### config.mk
export PLATFORM = sky130hd
export DESIGN_NAME = fault_manager
export DESIGN_NICKNAME = d
export VERILOG_FILES = /design/src/rtl/fault_manager_pkg.sv /design/src/rtl/fault_manager_filter.sv /design/src/rtl/fault_manager.sv
export SDC_FILE = /design/constraint.sdc
export NUM_CORES = 1
export LEC_CHECK = 0
export ABC_AREA = 1
export CAP_MARGIN = 20
export CORE_UTILIZATION = 58
export CTS_CLUSTER_DIAMETER = 50
export DETAILED_ROUTE_END_ITERATION = 16
export PLACE_DENSITY_LB_ADDON = 0.2
export SLEW_MARGIN = 0
export SYNTH_ARGS = -nofsm -noshare
export SYNTH_HDL_FRONTEND = slang
export SYNTH_SLANG_ARGS = --single-unit
### constraint.sdc
create_clock -name clk -period 4.3 [get_ports clk]
set_clock_uncertainty 0.1 [all_clocks]
set_input_delay 1.29 -clock clk [delete_from_list [all_inputs] [get_ports clk]]
set_output_delay 1.29 -clock clk [all_outputs]
set_load 0.02 [all_outputs]
### src/rtl/fault_manager_pkg.sv
// Shared register map, field positions and helpers for the fault manager.
// Imported by the top level and the per-channel filter.
package fault_manager_pkg;

  localparam int unsigned ADDR_W    = 8;
  localparam int unsigned DATA_W    = 32;
  localparam int unsigned CTRL_W    = 2;
  localparam int unsigned TRIPCNT_W = 16;
  localparam int unsigned MAX_SRC   = 18;

  localparam logic [ADDR_W-1:0] REG_CTRL     = 8'h00;
  localparam logic [ADDR_W-1:0] REG_TIMEOUT  = 8'h04;
  localparam logic [ADDR_W-1:0] REG_KICK     = 8'h08;
  localparam logic [ADDR_W-1:0] REG_STATUS   = 8'h0C;
  localparam logic [ADDR_W-1:0] REG_MASK     = 8'h10;
  localparam logic [ADDR_W-1:0] REG_FILTER   = 8'h14;
  localparam logic [ADDR_W-1:0] REG_FIRST    = 8'h18;
  localparam logic [ADDR_W-1:0] REG_RAW      = 8'h1C;
  localparam logic [ADDR_W-1:0] REG_TRIPCNT  = 8'h20;

  localparam int unsigned CTRL_WDT_EN    = 0;
  localparam int unsigned CTRL_FORCE_DIS = 1;

  localparam int unsigned FIRST_VALID_BIT = 7;
  localparam int unsigned FIRST_IDX_W     = 5;

  // Source indices above the channel range, as offsets from N_FAULT.
  localparam int unsigned SRC_ESTOP = 0;
  localparam int unsigned SRC_WDT   = 1;

  typedef struct packed {
    logic [ADDR_W-1:0] addr;
    logic [DATA_W-1:0] data;
    logic              we;
    logic              full_sel;
  } wb_req_t;

  typedef struct packed {
    logic                   valid;
    logic [FIRST_IDX_W-1:0] idx;
  } first_t;

  // Index of the lowest set bit; zero when nothing is set.
  function automatic logic [FIRST_IDX_W-1:0] lowest_idx(input logic [MAX_SRC-1:0] v);
    logic [FIRST_IDX_W-1:0] idx;
    idx = '0;
    for (int i = MAX_SRC - 1; i >= 0; i--) begin
      if (v[i]) idx = FIRST_IDX_W'(i);
    end
    return idx;
  endfunction

endpackage

### src/rtl/fault_manager_filter.sv
// One fault channel: two-flop synchroniser, saturating high-time counter
// and a qualify strobe raised while the input has been high for thresh cycles.
module fault_filter
  import fault_manager_pkg::*;
#(
  parameter int unsigned FILT_W = 8
) (
  input  logic              clk,
  input  logic              rst_n,
  input  logic              in_async,
  input  logic [FILT_W-1:0] thresh,
  output logic              level_o,
  output logic              qual_c
);

  logic              meta_q, meta_d;
  logic              sync_q, sync_d;
  logic [FILT_W-1:0] cnt_q, cnt_d;

  // Counter clamps to the threshold so a lowered threshold still qualifies.
  always_comb begin
    meta_d = in_async;
    sync_d = meta_q;
    cnt_d  = '0;
    if (sync_q) begin
      cnt_d = (cnt_q >= thresh) ? thresh : cnt_q + FILT_W'(1);
    end
  end

  always_ff @(posedge clk) begin
    if (!rst_n) begin
      meta_q <= 1'b0;
      sync_q <= 1'b0;
      cnt_q  <= '0;
    end else begin
      meta_q <= meta_d;
      sync_q <= sync_d;
      cnt_q  <= cnt_d;
    end
  end

  assign level_o = sync_q;
  assign qual_c  = sync_q && (cnt_q == thresh);

endmodule

### src/rtl/fault_manager.sv
// Fault protection block: filtered fault channels, e-stop, watchdog, sticky
// status with first-fault capture and a trip counter behind a Wishbone slave.
module fault_manager
  import fault_manager_pkg::*;
#(
  parameter int unsigned N_FAULT = 4,
  parameter int unsigned FILT_W  = 8,
  parameter int unsigned WDT_W   = 32
) (
  input  logic               clk,
  input  logic               rst_n,
  input  logic [7:0]         wb_addr,
  input  logic [31:0]        wb_dat_i,
  output logic [31:0]        wb_dat_o,
  input  logic               wb_we,
  input  logic [3:0]         wb_sel,
  input  logic               wb_stb,
  output logic               wb_ack,
  input  logic [N_FAULT-1:0] fault_in,
  input  logic               estop_n,
  output logic               pwm_disable,
  output logic               irq
);

  localparam int unsigned N_SRC     = N_FAULT + 2;
  localparam int unsigned IDX_ESTOP = N_FAULT + SRC_ESTOP;
  localparam int unsigned IDX_WDT   = N_FAULT + SRC_WDT;

  logic                 ack_q, ack_d;
  logic [DATA_W-1:0]    dat_q, dat_d;
  logic [CTRL_W-1:0]    ctrl_q, ctrl_d;
  logic [WDT_W-1:0]     timeout_q, timeout_d;
  logic [N_FAULT-1:0]   mask_q, mask_d;
  logic [FILT_W-1:0]    filter_q, filter_d;
  logic [N_SRC-1:0]     status_q, status_d;
  first_t               first_q, first_d;
  logic [WDT_W-1:0]     wdt_cnt_q, wdt_cnt_d;
  logic [TRIPCNT_W-1:0] tripcnt_q, tripcnt_d;
  logic                 trip_prev_q, trip_prev_d;
  logic                 estop_meta_q, estop_meta_d;
  logic                 estop_sync_q, estop_sync_d;

  wb_req_t              req;
  logic                 acc_c, wr_c, rd_c;
  logic                 ctrl_wr_c, timeout_wr_c, kick_wr_c, status_wr_c;
  logic                 mask_wr_c, filter_wr_c, tripcnt_wr_c;
  logic [N_FAULT-1:0]   chan_level, chan_qual;
  logic                 estop_live_c;
  logic                 wdt_en_c, wdt_load_c, wdt_set_c;
  logic [N_SRC-1:0]     set_c, trip_src_c, w1c_c, raw_c;
  logic                 latched_c, trip_c;
  logic [DATA_W-1:0]    first_word_c;

  for (genvar g = 0; g < N_FAULT; g++) begin : g_filt
    fault_filter #(
      .FILT_W(FILT_W)
    ) u_filt (
      .clk     (clk),
      .rst_n   (rst_n),
      .in_async(fault_in[g]),
      .thresh  (filter_q),
      .level_o (chan_level[g]),
      .qual_c  (chan_qual[g])
    );
  end

  // Bus request capture and per-register write strobes.
  always_comb begin
    req.addr     = wb_addr;
    req.data     = wb_dat_i;
    req.we       = wb_we;
    req.full_sel = (wb_sel == 4'hF);
    acc_c        = wb_stb && !ack_q;
    wr_c         = acc_c && req.we && req.full_sel;
    rd_c         = acc_c && !req.we;
    ctrl_wr_c    = wr_c && (req.addr == REG_CTRL);
    timeout_wr_c = wr_c && (req.addr == REG_TIMEOUT);
    kick_wr_c    = wr_c && (req.addr == REG_KICK);
    status_wr_c  = wr_c && (req.addr == REG_STATUS);
    mask_wr_c    = wr_c && (req.addr == REG_MASK);
    filter_wr_c  = wr_c && (req.addr == REG_FILTER);
    tripcnt_wr_c = wr_c && (req.addr == REG_TRIPCNT);
    ack_d        = acc_c;
  end

  // Software-owned configuration registers.
  always_comb begin
    ctrl_d       = ctrl_q;
    timeout_d    = timeout_q;
    mask_d       = mask_q;
    filter_d     = filter_q;
    estop_meta_d = estop_n;
    estop_sync_d = estop_meta_q;
    if (ctrl_wr_c)    ctrl_d    = CTRL_W'(req.data);
    if (timeout_wr_c) timeout_d = WDT_W'(req.data);
    if (mask_wr_c)    mask_d    = N_FAULT'(req.data);
    if (filter_wr_c)  filter_d  = FILT_W'(req.data);
  end

  // Watchdog: a reload beats expiry in the same cycle.
  always_comb begin
    wdt_en_c   = ctrl_q[CTRL_WDT_EN];
    wdt_load_c = kick_wr_c
               || (ctrl_wr_c && !ctrl_q[CTRL_WDT_EN] && req.data[CTRL_WDT_EN])
               || (timeout_wr_c && ctrl_q[CTRL_WDT_EN]);
    wdt_set_c  = wdt_en_c && (wdt_cnt_q == '0) && !wdt_load_c;
    wdt_cnt_d  = wdt_cnt_q;
    if (wdt_load_c) begin
      wdt_cnt_d = timeout_d;
    end else if (wdt_en_c && (wdt_cnt_q != '0)) begin
      wdt_cnt_d = wdt_cnt_q - WDT_W'(1);
    end
  end

  // Sticky status: a new set overrides a simultaneous clear.
  always_comb begin
    estop_live_c = !estop_sync_q;
    set_c        = {wdt_set_c, estop_live_c, chan_qual};
    trip_src_c   = {wdt_set_c, estop_live_c, chan_qual & mask_q};
    w1c_c        = status_wr_c ? N_SRC'(req.data) : '0;
    status_d     = (status_q & ~w1c_c) | set_c;
    first_d      = first_q;
    if (status_d == '0) begin
      first_d = '0;
    end else if (!first_q.valid && (trip_src_c != '0)) begin
      first_d.valid = 1'b1;
      first_d.idx   = lowest_idx(MAX_SRC'(trip_src_c));
    end
  end

  always_comb begin
    latched_c = ((status_q[N_FAULT-1:0] & mask_q) != '0)
              || status_q[IDX_ESTOP] || status_q[IDX_WDT];
    trip_c    = latched_c || ctrl_q[CTRL_FORCE_DIS] || estop_live_c;
  end

  assign pwm_disable = trip_c;
  assign irq         = latched_c;

  // Trip counter counts kill-line rising edges; software clear wins.
  always_comb begin
    trip_prev_d = trip_c;
    tripcnt_d   = tripcnt_q;
    if (tripcnt_wr_c) begin
      tripcnt_d = '0;
    end else if (trip_c && !trip_prev_q && (tripcnt_q != '1)) begin
      tripcnt_d = tripcnt_q + TRIPCNT_W'(1);
    end
  end

  // Read mux; data is registered alongside the ack.
  always_comb begin
    raw_c                         = {wdt_en_c && (wdt_cnt_q == '0), estop_live_c, chan_level};
    first_word_c                  = '0;
    first_word_c[FIRST_VALID_BIT] = first_q.valid;
    first_word_c[FIRST_IDX_W-1:0] = first_q.idx;
    dat_d                         = '0;
    if (rd_c) begin
      case (req.addr)
        REG_CTRL:    dat_d = DATA_W'(ctrl_q);
        REG_TIMEOUT: dat_d = DATA_W'(timeout_q);
        REG_STATUS:  dat_d = DATA_W'(status_q);
        REG_MASK:    dat_d = DATA_W'(mask_q);
        REG_FILTER:  dat_d = DATA_W'(filter_q);
        REG_FIRST:   dat_d = first_word_c;
        REG_RAW:     dat_d = DATA_W'(raw_c);
        REG_TRIPCNT: dat_d = DATA_W'(tripcnt_q);
        default:     dat_d = '0;
      endcase
    end
  end

  always_ff @(posedge clk) begin
    if (!rst_n) begin
      ack_q        <= 1'b0;
      dat_q        <= '0;
      ctrl_q       <= '0;
      timeout_q    <= '1;
      mask_q       <= '1;
      filter_q     <= '0;
      status_q     <= '0;
      first_q      <= '0;
      wdt_cnt_q    <= '0;
      tripcnt_q    <= '0;
      trip_prev_q  <= 1'b0;
      estop_meta_q <= 1'b1;
      estop_sync_q <= 1'b1;
    end else begin
      ack_q        <= ack_d;
      dat_q        <= dat_d;
      ctrl_q       <= ctrl_d;
      timeout_q    <= timeout_d;
      mask_q       <= mask_d;
      filter_q     <= filter_d;
      status_q     <= status_d;
      first_q      <= first_d;
      wdt_cnt_q    <= wdt_cnt_d;
      tripcnt_q    <= tripcnt_d;
      trip_prev_q  <= trip_prev_d;
      estop_meta_q <= estop_meta_d;
      estop_sync_q <= estop_sync_d;
    end
  end

  assign wb_ack   = ack_q;
  assign wb_dat_o = dat_q;

endmodule

## Yosys cells after proc, flatten, opt, wreduce, memory -nomap -nowiden

Cells that the tools add are included.

- Bits in registers: 182
- Input port bits: 53
- Output and inout bits: 35
- Word-level logic and storage cells: 122

- Add/sub/neg operators: 6
- Order comparisons: 4
- Equality and inequality tests: 14
- Multiplexer cells: 15
- Bitwise logic cells: 6
- Reduce and logical (&&, ||, !) cells: 51

Operators by type and width:

| cell | count |
|---|---|
| one-hot mux 32 bit (8 select lines) | 1 |
| 2-to-1 mux 32 bit | 3 |
| adder 8 x 1 -> 8 bit (second input constant) | 4 |
| equality test 8 x 5 -> 1 bit (second input constant) | 4 |
| equality test 8 bit | 4 |
| >= comparator 8 bit | 4 |
| zero test 32 bit | 1 |
| 2-to-1 mux 8 bit | 4 |
| nonzero test 32 bit | 1 |
| subtractor 32 x 1 -> 32 bit (second input constant) | 1 |
| 2-to-1 mux 5 bit | 5 |
| logical AND 1 bit | 24 |
| adder 16 x 1 -> 16 bit (second input constant) | 1 |
| equality test 8 x 4 -> 1 bit (second input constant) | 2 |
| != test 16 bit (second input constant) | 1 |
| AND reduction 2 bit | 5 |
| bitwise AND 4 bit | 2 |
| equality test 8 x 3 -> 1 bit (second input constant) | 1 |
| equality test 8 x 6 -> 1 bit (second input constant) | 1 |
| zero test 8 bit | 1 |
| zero test 1 bit | 7 |
| bitwise AND 6 bit | 1 |
| zero test 6 bit | 1 |
| logical OR 1 bit | 6 |
| other kinds (10) | 11 |

## Logic depth before layout (Yosys ltp)

Gate-level depths: netlist of the first run.

- Word-level depth: 17
- Depth in mapped cells: 14
- Mapped depth without buffers: 14

## Modules after synthesis

Synthesis of the first run repeated with hierarchy kept, for this count alone.

- Cell total of the unflattened synthesis: 1425
- Area total of the unflattened synthesis: 9980.8 µm²

By module, submodules not included:

| module | instances | cells each | area each (µm²) | sequential area each (µm²) |
|---|---|---|---|---|
| fault_manager | 1 | 969 | 6912.9 | 2802.7 |
| fault_filter | 4 | 114 | 767.0 | 200.2 |

## Worst setup path after synthesis of the first run

No wires, ideal clock.

- Kind: in2reg
- From: in wb_stb
- To: reg wdt_cnt_q[10]
- Arrival: 2.519 ns
- Data required time: 4.084 ns
- Setup slack: 1.565 ns
- Stages on the path: 11
- Buffers on the path: 2
- Path through: inv_1 -> nor2_2 -> nand2_1 -> nor2_4 -> buf_4 -> nand4_1 -> nand2_1 -> a31oi_2 -> buf_2 -> nand2_1 -> o211a_1

- Word-level cells in the longest chain between the ends: 9
- Elaborated cells on any way between the ends: 14
- Those cells by class: mux (2); reduce/logical (12)

Ends and longest elaborated chain:

| element | line | source |
|---|---|---|
| start, declared | fault_manager.sv:17 | `input logic wb_stb,` |
| logical AND 1 bit (*) | fault_manager.sv:73 | `acc_c = wb_stb && !ack_q;` |
| logical AND 1 bit (*) (2 in a row) | fault_manager.sv:74 | `wr_c = acc_c && req.we && req.full_sel;` |
| logical AND 1 bit | fault_manager.sv:76 | `ctrl_wr_c = wr_c && (req.addr == REG_CTRL);` |
| logical AND 1 bit (2 in a row) | fault_manager.sv:104 | `\|\| (ctrl_wr_c && !ctrl_q[CTRL_WDT_EN] && req.data[CTRL_WDT_EN])` |
| logical OR 1 bit | fault_manager.sv:104 |  |
| logical OR 1 bit | fault_manager.sv:105 | `\|\| (timeout_wr_c && ctrl_q[CTRL_WDT_EN]);` |
| 2-to-1 mux 32 bit / nonzero test 2 bit (equally long branches) | -- |  |
| end signal, assigned | fault_manager.sv:197 | `wdt_cnt_q <= wdt_cnt_d;` |
| end, declared | fault_manager.sv:37 | `logic [WDT_W-1:0] wdt_cnt_q, wdt_cnt_d;` |

Mark *: on every way between the ends. The rest lies on a longest branch, timed or not.
A chain may end at the register's enable or synchronous reset.

## Final worst setup path of the first run

- From: reg mask_q[2]
- To: out pwm_disable

- Word-level cells in the longest chain between the ends: 6

Ends and longest elaborated chain:

| element | line | source |
|---|---|---|
| start, declared | fault_manager.sv:33 | `logic [N_FAULT-1:0] mask_q, mask_d;` |
| start signal, assigned | fault_manager.sv:193 | `mask_q <= mask_d;` |
| bitwise AND 4 bit | fault_manager.sv:132 | `latched_c = ((status_q[N_FAULT-1:0] & mask_q) != '0)` |
| nonzero test 4 bit | fault_manager.sv:132 |  |
| logical OR 1 bit (2 in a row) | fault_manager.sv:133 | `\|\| status_q[IDX_ESTOP] \|\| status_q[IDX_WDT];` |
| logical OR 1 bit (2 in a row) | fault_manager.sv:134 | `trip_c = latched_c \|\| ctrl_q[CTRL_FORCE_DIS] \|\| estop_live_c;` |
| end, declared | fault_manager.sv:21 | `output logic pwm_disable,` |

Every way passes these cells.

==> flow_metrics.tcl, run 1 <==
set metrics [dict create \
    status "finished clean" \
    grtUsageTotal 0.3076 \
    ys_seq_elements 180 \
    ys.warnings.count 0 \
    routabilityCongestion 0.9470 \
    critPathCaptureType "output port" \
    diodes 0 \
    drv_cap 0 \
    slew_headroom 0.4147 \
    yosysTopAreaCell "dfxtp_1" \
    cts_sinks 180 \
    avgSynthCellArea_um2 7.112 \
    worstSetupPathType "register to output port" \
    slowest_stage "clkdlybuf4s50_1" \
    cts_resized 0 \
    min_path_cells 2 \
    wirelength_um 24290 \
    clk_latency_ns 0.43 \
    fin_crit_ns 3.754 \
    synth_seq_area_share 0.3927 \
    powerDensity_nw_per_um2 311.7 \
    ant_nets 0 \
    setup_viol 0 \
    synthArstFlopShare 0 \
    syn_inst 1290 \
    r2r-start "mask_q[2]" \
    worst_pin_slew_ns 0.8780 \
    holdPathEnd "g_filt[2].u_filt.level_o" \
    wl_per_cell_um 15.28 \
    synth_nets 1381 \
    arrival_ns 2.36 \
    ff2ff_setup_slack_ns 1.77 \
    numCtsBuffers 17 \
    grt_pass1_wl_um 39080 \
    rr_worst_depth 11 \
    hold_path_class "register to register" \
    final_nets 1457 \
    fill_cells 1298 \
    synth_top_area_frac 0.3927 \
    drive_above_1_share 0.05080 \
    cp_max_fo 3 \
    grt_pass1_vias 7823 \
    cts-root-buf "clkbuf_16" \
    synth_commonest_cells "nand2_1 (275), dfxtp_1 (180), inv_1 (169), nor2_1 (126), a21oi_1 (87)" \
    min_from "g_filt[2].u_filt.meta_q" \
    synthTopCellsByArea "dfxtp_1 (39%), nand2_1 (11%), inv_1 (6.9%), ha_1 (5.2%), nor2_1 (5.2%)" \
    hold_viol_final 0 \
    start_util 0.5991 \
    dr.first_iter.drc_count 780 \
    cts_buffer_depth 2 \
    cp-start-kind "register" \
    antenna_found_initial 0 \
    vias_per_cell 5.503 \
    clock.fmax_mhz 266.4 \
    die_w_um 127.8 \
    clkTransAtPathRegs_ns 0.07 \
    rows 45 \
    synth.most_common_cell "nand2_1" \
    grt_overflow_total 0 \
    p_leak_nw 4.915 \
    path_common_cell "nand2_1" \
    postCtsHoldBufs 0 \
    setup_tns_ns 0 \
    syn_area_um2 9175 \
    grt_max_degree 87 \
    first_pass_iters 8 \
    drv_slew 0 \
    timing.rr.end "tripcnt_q[10]" \
    drcViolationCount 0 \
    io_buffers 87 \
    syn_to_final_growth_pct 17.09 \
    num_vias 8745 \
    crit_required_ns 2.91 \
    ir_worst_vdd_v 0.0002899 \
    synthFlopType "dfxtp_1" \
    core_area_um2 15310 \
    fin_crit_sh 0.8730 \
    synth-edff-count 0 \
    finalCoreUtilization 0.7015 \
    cts_max_level 4 \
    slowest_delay_ns 0.62 \
    cts_tree "done" \
    yosys.cell_types.count 44 \
    fp.dieArea_um2 16330 \
    dp_hpwl_um 17540 \
    num_io_pins 88 \
    cts_setup_buffers 0 \
    cp_cell_sequence "nand2_1 -> inv_1 -> nor4_1 -> nand2_1 -> clkdlybuf4s50_1" \
    die_h_um 127.8 \
    rsz0062_at_grt "no" \
]
[sequential cells by signal (all words and copies together) (netlist names), 2 cells and up]
name	cells
tripcnt_q	16
status_q	6
mask_q	4
filter_q	8
wb_dat_o	32
g_filt.u_filt.cnt_q	32
wdt_cnt_q	32
ctrl_q	2
g_filt.u_filt.level_o	4
first_q	4
g_filt.u_filt.meta_q	4
timeout_q	32
[critical path, delay by kind of cell, from the launching register on]
kind / cells / cell delay [ns]
DFF: 1 / 0.34
and+or+nand+nor: 3 / 0.92
buffers and inverters: 2 / 0.66
[layout by cell type, fill, tap and decap left out, types with 4 or more instances in the layout]
master | synthesis | routed
nor2_1 | 126 | 126
clkinv_2 | 0 | 4
buf_4 | 1 | 8
xor2_1 | 25 | 25
o211ai_1 | 15 | 15
mux2i_1 | 8 | 8
a21oi_1 | 87 | 87
o21ai_1 | 35 | 35
inv_1 | 169 | 169
clkdlybuf4s50_1 | 0 | 86
dfxtp_1 | 180 | 180
a22oi_1 | 8 | 8
xnor2_1 | 21 | 21
nand2_1 | 275 | 275
o21ai_0 | 78 | 78
clkbuf_16 | 0 | 17
nor2_2 | 9 | 9
nor4_1 | 5 | 5
a211oi_1 | 10 | 10
nand4_1 | 14 | 14
nand3_1 | 67 | 67
o22ai_1 | 7 | 7
inv_2 | 7 | 7
nor3_1 | 38 | 38
ha_1 | 38 | 38
[metal layers]
layer,up-vias,part of all wire,routed length (um),GRT usage
li1,4377,-,-,-
met3,45,0.076,1846,0.06010
met1,3990,0.45,10890,0.4219
met4,0,0.023,552,0.1087
met2,333,0.45,11000,0.4818
met5,-,0,0,0
[power breakdown]
group	leakage (nW)	switching, mW	internal (mW)
registers	1.46	0.0125	1.68
clock network	0.265	0.663	0.809
logic	3.20	0.107	0.0752
[logic make-up (layout without fill, tap and decap cells)]
| logic type | count (synthesis) | in the layout | synth area share |
|---|---|---|---|
| AO/OA/AOI/OAI | 253 | 253 | 0.1533 |
| XOR/XNOR | 46 | 46 | 0.04391 |
| adder cells (fa/ha/maj) | 38 | 38 | 0.05182 |
| buffers and inverters | 215 | 303 | 0.09123 |
| flip-flops | 180 | 180 | 0.3927 |
| multiplexers | 8 | 8 | 0.008728 |
| AND/OR/NAND/NOR | 550 | 550 | 0.2583 |
[layout make-up]
class                           count  area, um^2  share of cell area
Clock buffer                       19       442.9             0.04123
Sequential cell                   180        3603              0.3354
Inverter                          177       664.4             0.06184
Multi-Input combinational cell    895        4735              0.4407
Timing Repair Buffer               95       925.9             0.08619
Tap cell                          211       264.0             0.02457
Clock inverter                     12       107.6             0.01002
[worst max path at each step]
stage                          start             to  depth (start not counted)
after floorplan               wb_stb  wdt_cnt_q[10]                         11
after global placement    wb_addr[5]  wdt_cnt_q[27]                         12
after detailed placement  wb_addr[3]   wdt_cnt_q[1]                         13
after CTS                  mask_q[2]    pwm_disable                          5
after global routing       mask_q[2]    pwm_disable                          5
final                      mask_q[2]    pwm_disable                          5
[stage by stage]
| stage | area, um^2 | hold WS [ns] | instances | power [mW] | worst slack, ns |
|---|---|---|---|---|---|
| 2_1_floorplan | 9175 | 0.2905 | 1290 | 1.819 | 1.565 |
| 3_3_place_gp | 10190 | 0.2960 | 1558 | 1.909 | 0.5965 |
| 3_5_place_dp | 10190 | 0.3060 | 1558 | 1.911 | 0.4949 |
| 4_1_cts | 10740 | 0.3228 | 1589 | 3.361 | 0.5988 |
| 5_1_grt | 10740 | 0.3598 | 1589 | 3.454 | 0.4944 |
| 6_report | 10740 | 0.3204 | 1589 | 3.349 | 0.5462 |
(Power assumes the default switching activity.)
==> inputs of run 2 (changes only) <==
--- a/config.mk
+++ b/config.mk
@@ -15,3 +15,4 @@
 export SYNTH_ARGS = -nofsm -noshare
 export SYNTH_HDL_FRONTEND = slang
 export SYNTH_SLANG_ARGS = --single-unit
+export TNS_END_PERCENT = 10
==> results of run 2 <==
Final layout, timing and power as in run 1 (identical DEF).
